===== src/rtl/bcd_score_display.sv =====
// BCD game score counter with win flag, high-score register and 4-digit 7-segment multiplexer.
// Optional feature: define SCORE_LZ_BLANK_EN to blank leading zeros of the displayed value.
module bcd_score_display #(
    parameter int NUM_DIGITS = 2,
    parameter int WIN_SCORE  = 10,
    parameter int STROBE_DIV = 100000
) (
    input  logic                    CLK,
    input  logic                    RESET,
    input  logic                    INC,
    input  logic                    CLEAR,
    input  logic                    SHOW_HIGH,
    output logic [4*NUM_DIGITS-1:0] SCORE,
    output logic [4*NUM_DIGITS-1:0] HIGH_SCORE,
    output logic                    GAME_WON,
    output logic [3:0]              SEG_SELECT,
    output logic [6:0]              DEC_OUT
);

    localparam int SW = 4 * NUM_DIGITS;
    localparam int PW = $clog2(STROBE_DIV);
    localparam logic [PW-1:0] PRESC_LAST = PW'(STROBE_DIV - 1);

    function automatic logic [SW-1:0] to_bcd(input int value);
        logic [SW-1:0] r;
        int            t;
        r = '0;
        t = value;
        for (int i = 0; i < NUM_DIGITS; i++) begin
            r[4*i +: 4] = 4'(t % 10);
            t = t / 10;
        end
        return r;
    endfunction

    localparam logic [SW-1:0] WIN_BCD = to_bcd(WIN_SCORE);

    function automatic logic [6:0] seg_decode(input logic [3:0] d);
        logic [6:0] s;
        case (d)
            4'd0:    s = 7'b1000000;
            4'd1:    s = 7'b1111001;
            4'd2:    s = 7'b0100100;
            4'd3:    s = 7'b0110000;
            4'd4:    s = 7'b0011001;
            4'd5:    s = 7'b0010010;
            4'd6:    s = 7'b0000010;
            4'd7:    s = 7'b1111000;
            4'd8:    s = 7'b0000000;
            4'd9:    s = 7'b0010000;
            default: s = 7'h7F;
        endcase
        return s;
    endfunction

    logic [SW-1:0]         score_q, score_d;
    logic [SW-1:0]         high_q, high_d;
    logic                  won_q, won_d;
    logic [PW-1:0]         presc_q, presc_d;
    logic [1:0]            idx_q, idx_d;
    logic [3:0]            seg_sel_q, seg_sel_d;
    logic [6:0]            dec_q, dec_d;

    logic [NUM_DIGITS-1:0] carry;
    logic [NUM_DIGITS-1:0] digit_nine;
    logic [SW-1:0]         inc_val;
    logic                  all_nines;

    // Ripple-carry chain: digit gi steps when every lower digit is 9.
    assign all_nines = &digit_nine;
    assign carry[0]  = INC & ~CLEAR & ~won_q & ~all_nines;

    genvar gi;
    generate
        for (gi = 0; gi < NUM_DIGITS; gi++) begin : g_digit
            assign digit_nine[gi] = (score_q[4*gi +: 4] == 4'd9);
            assign inc_val[4*gi +: 4] = !carry[gi]     ? score_q[4*gi +: 4] :
                                        digit_nine[gi] ? 4'd0 :
                                                         score_q[4*gi +: 4] + 4'd1;
            if (gi < NUM_DIGITS - 1) begin : g_carry
                assign carry[gi+1] = carry[gi] & digit_nine[gi];
            end
        end
    endgenerate

    always_comb begin
        score_d = score_q;
        won_d   = won_q;
        if (CLEAR) begin
            score_d = '0;
            won_d   = 1'b0;
        end else if (carry[0]) begin
            score_d = inc_val;
            if (WIN_SCORE != 0 && inc_val == WIN_BCD) begin
                won_d = 1'b1;
            end
        end
        high_d = (score_q > high_q) ? score_q : high_q;
    end

    // Display position sequencing.
    always_comb begin
        presc_d = presc_q + 1'b1;
        idx_d   = idx_q;
        if (presc_q == PRESC_LAST) begin
            presc_d = '0;
            idx_d   = idx_q + 2'd1;
        end
    end

    logic [15:0] sel_pad;
    logic [3:0]  digit_cur;
    logic        pos_unused;
    logic        lz_blank;

    always_comb begin
        sel_pad         = '0;
        sel_pad[SW-1:0] = SHOW_HIGH ? high_q : score_q;
    end

    assign digit_cur  = sel_pad[{idx_q, 2'b00} +: 4];
    assign pos_unused = ({30'd0, idx_q} >= 32'(NUM_DIGITS));

`ifdef SCORE_LZ_BLANK_EN
    logic [3:0] upper_nz;
    generate
        for (gi = 0; gi < 4; gi++) begin : g_lz
            assign upper_nz[gi] = |sel_pad[15:4*gi];
        end
    endgenerate
    // Digit 0 is never blanked so a zero value still shows a single "0".
    assign lz_blank = (idx_q != 2'd0) && !upper_nz[idx_q];
`else
    assign lz_blank = 1'b0;
`endif

    always_comb begin
        seg_sel_d = ~(4'b0001 << idx_q);
        dec_d     = (pos_unused || lz_blank) ? 7'h7F : seg_decode(digit_cur);
    end

    always_ff @(posedge CLK or negedge RESET) begin
        if (!RESET) begin
            score_q   <= '0;
            high_q    <= '0;
            won_q     <= 1'b0;
            presc_q   <= '0;
            idx_q     <= 2'd0;
            seg_sel_q <= 4'b1111;
            dec_q     <= 7'h7F;
        end else begin
            score_q   <= score_d;
            high_q    <= high_d;
            won_q     <= won_d;
            presc_q   <= presc_d;
            idx_q     <= idx_d;
            seg_sel_q <= seg_sel_d;
            dec_q     <= dec_d;
        end
    end

    assign SCORE      = score_q;
    assign HIGH_SCORE = high_q;
    assign GAME_WON   = won_q;
    assign SEG_SELECT = seg_sel_q;
    assign DEC_OUT    = dec_q;

endmodule


===== config.mk =====
export PLATFORM = sky130hd
export DESIGN_NAME = bcd_score_display
export DESIGN_NICKNAME = d
export VERILOG_FILES = /design/src/rtl/bcd_score_display.sv
export SDC_FILE = /design/constraint.sdc
export NUM_CORES = 1
export LEC_CHECK = 0
export ABC_AREA = 1
export CAP_MARGIN = 5
export CORE_MARGIN = 2
export CORE_UTILIZATION = 60
export DETAILED_ROUTE_END_ITERATION = 10
export GPL_ROUTABILITY_DRIVEN = 0
export GPL_TIMING_DRIVEN = 0
export PLACE_DENSITY = 0.86
export SETUP_SLACK_MARGIN = 0.1
export SYNTH_ARGS = -nofsm -noshare
export SYNTH_HDL_FRONTEND = slang
export SYNTH_SLANG_ARGS = --single-unit
export TNS_END_PERCENT = 100

===== constraint.sdc =====
create_clock -name CLK -period 4.2 [get_ports CLK]
set_input_delay 0.84 -clock CLK [delete_from_list [all_inputs] [get_ports CLK]]
set_output_delay 0.84 -clock CLK [all_outputs]
set_load 0.005 [all_outputs]

==> flow_summary.yaml <==
outcome:
  status: "complete, no violations"
yosys:
  ys_seq_area_share_pct: 42.46
  ys_warn_count: 0
  synthesis.area_um2: 2803
  async_reset_ff_share_pct: 100.0
  synth_common_cells: "nand2_1 (68), inv_1 (47), dfrtp_1 (36)"
  synth.largest_area_cell: "dfrtp_1"
  syn_nets: 365
  syn_area_per_cell_um2: 8.243
  postSynthCellCount: 340
  yosysUniqueCellTypes: 35
  yosysMostFrequentCell: "nand2_1"
  synth_top_flop_cell: "dfrtp_1"
  ys_seq_elements: 47
  synth_area_leaders: "dfrtp_1 (32%), dfstp_2 (10%), nand2_1 (9.1%)"
  synth-edff-count: 0
  synth_top_area_share_pct: 32.14
clocking:
  cts_tree: "done"
  insertion_delay_ns: 0.31
  hold_buffers: 0
  cts.path.max_buffers: 2
  cts_root_buf: "clkbuf_8"
  cts_made_buffers: 5
  post_cts_buffers: 0
  clkSinkCount: 47
  cts-resized-gates: 0
  htree_num_levels: 2
  path_clk_slew_ns: 0.09
grt:
  grt_antenna_before_repair: 0
  grt_util_all_layers_pct: 24.34
  grt_pass1_vias: 2197
  grt_max_degree: 29
  grt_pass1_wl_mm: 9.873
  grt_overflow: 0
job:
  max_cap_viol_count: 0
detailed_routing:
  drc: 0
  vias: 2378
  drt-initial-drc-count: 176
  vias_per_cell: 5.505
  ant_nets: 0
  drt-total-wl_mm: 5.677
  wire_per_inst_um: 13.14
  drt_pre_antenna_iters: 5
timing:
  hold_slack_ns: 0.4712
  rsz0062_at_grt: "no"
  max_clock_freq_mhz: 389.2
  period_needed_ns: 2.569
  setup_viol: 0
  slew_viol_final: 0
  finalCritPeriodShare_pct: 61.18
  hold_viol: 0
  relSlewSlack_pct: 69.12
  setup_tns_ns: 0
  fin_worst_skew_ns: 0.007969
  worst_slew_pin_slew_ns: 0.4598
cells_and_area:
  drive_above_1_share_pct: 13.95
  diodes: 0
  stdcell_area_um2: 3304
  nets: 404
  area_growth_pct: 17.90
floorplanning:
  fp.dieArea_um2: 5234
  std_cell_rows: 24
  die_width_um: 72.35
  start_util_pct: 63.49
  core-area_um2: 4414
  dieHeight_um: 72.35
  pin_count: 33
setup_path:
  crit_top_cell: "nand2_1"
  regToRegSetupSlack_ns: 2.25
  end_kind: "register"
  path_cells: "clkdlybuf4s50_1, buf_2, inv_1, a21oi_1, o21ai_0, nand2_1, nand2_1, ha_1, or2_1, nand2_1, nand2_1"
  worst-path-buf-inv: 3
  max_stage_delay_ns: 0.55
  r2r_cells: 10
  cp_slowest_cell: "clkdlybuf4s50_1"
  critPathMaxFanout: 10
  crit_arrival_ns: 2.81
  required_ns: 4.44
  reg2reg_from: "SCORE[0]$_DFFE_PN0P_"
  critPathKind: "input pin to register"
  reg2reg_to: "HIGH_SCORE[3]$_DFFE_PN0N_"
  cpLargestDelayFamily: "buffers and inverters"
  worstSetupStartpointType: "input pin"
power_and_ir_drop:
  power_mw: 1.021
  max-vdd-ir-drop_mv: 0.2187
  p_leak_nw: 1.571
  p_per_area_nw_per_um2: 308.9
placed_design:
  portBuffers: 31
  place_area_um2: 3193
  dp_hpwl_mm: 4.402
worst_hold_path:
  min_path_type: "input pin to asynchronous set/reset pin"
==> power breakdown <==
part	leakage (nW)	switching (mW)	internal, mW	total, mW
Combinational	0.913	0.113	0.0879	0.201
Clock	0.0569	0.165	0.157	0.321
Sequential	0.601	0.0145	0.483	0.498
Total	1.57	0.293	0.728	1.02
==> layer usage <==
| metal | GRT usage [%] | wire (um) | up-vias | part of all wire [%] |
|---|---|---|---|---|
| li1 | - | - | 1177 | - |
| met2 | 40.16 | 2747 | 86 | 48 |
| met3 | 3.611 | 329 | 9 | 5.8 |
| met4 | 9.015 | 85 | 0 | 1.5 |
| met1 | 32.64 | 2515 | 1106 | 44 |
| met5 | 0 | 0 | - | 0 |
==> cell type report <==
| cell class | instances | area, um^2 |
|---|---|---|
| Multi-Input combinational cell | 237 | 1393 |
| Sequential cell | 47 | 1190 |
| Fill cell | 326 | 1110 |
| Timing Repair Buffer | 32 | 325.3 |
| Inverter | 53 | 198.9 |
| Clock buffer | 6 | 93.84 |
| Tap cell | 52 | 65.06 |
| Buffer | 3 | 21.27 |
| Clock inverter | 2 | 17.52 |
==> cell usage in the layout, fill, tap and decap left out, types with 2 or more instances in the layout <==
master and instances:
a21oi_2 2, dfstp_2 11, nor3_1 4, clkbuf_8 5, nand4_1 8, buf_2 3, o21ai_1 7, nand3_2 3
dfrtp_1 36, nand2_2 2, inv_2 6, a21oi_1 16, nor2_1 34, o21ai_0 22, nor4_1 3, clkdlybuf4s50_1 30
nand2_4 4, nand2_1 68, inv_1 47, nand3_1 18, nor2_4 2, xor2_1 8, o21ai_2 2, ha_1 20
nor2_2 3
==> how the worst max path moves through the flow <==
| stage | startpoint | to | slack (ns) | cells past startpoint |
|---|---|---|---|---|
| after floorplan | SHOW_HIGH | DEC_OUT[3]$_DFF_PN1_ | 2.08 | 9 |
| after global placement | RESET | presc_q[14]$_DFF_PN0_ | 1.10 | 1 |
| after detailed placement | SHOW_HIGH | DEC_OUT[3]$_DFF_PN1_ | 1.34 | 11 |
| after CTS | SHOW_HIGH | DEC_OUT[3]$_DFF_PN1_ | 1.64 | 11 |
| after global routing | SHOW_HIGH | DEC_OUT[3]$_DFF_PN1_ | 1.44 | 11 |
| final | SHOW_HIGH | DEC_OUT[3]$_DFF_PN1_ | 1.63 | 11 |
==> sequential cells by signal, summed over array words and instances (netlist names) <==
name        flops
presc_q        17
HIGH_SCORE      8
SCORE           8
DEC_OUT         7
SEG_SELECT      4
idx_q           2
GAME_WON        1
==> through the flow <==
step,utilization (%),setup WS [ns],std cells
after CTS,74.86,1.644,432
final,74.86,1.631,432
after global placement,72.00,1.097,423
after global routing,74.86,1.444,432
after floorplan,-,2.083,340
after detailed placement,72.34,1.344,424
==> cells by family after synthesis <==
family	after synthesis	share of synthesized area [%]
AND/OR/NAND/NOR	155	27.50
buffers and inverters	56	7.857
XOR/XNOR	8	2.500
AO/OA/AOI/OAI	54	10.76
adder cells (fa/ha/maj)	20	8.929
flip-flops	47	42.46
Power figures use the tool's default switching activity.
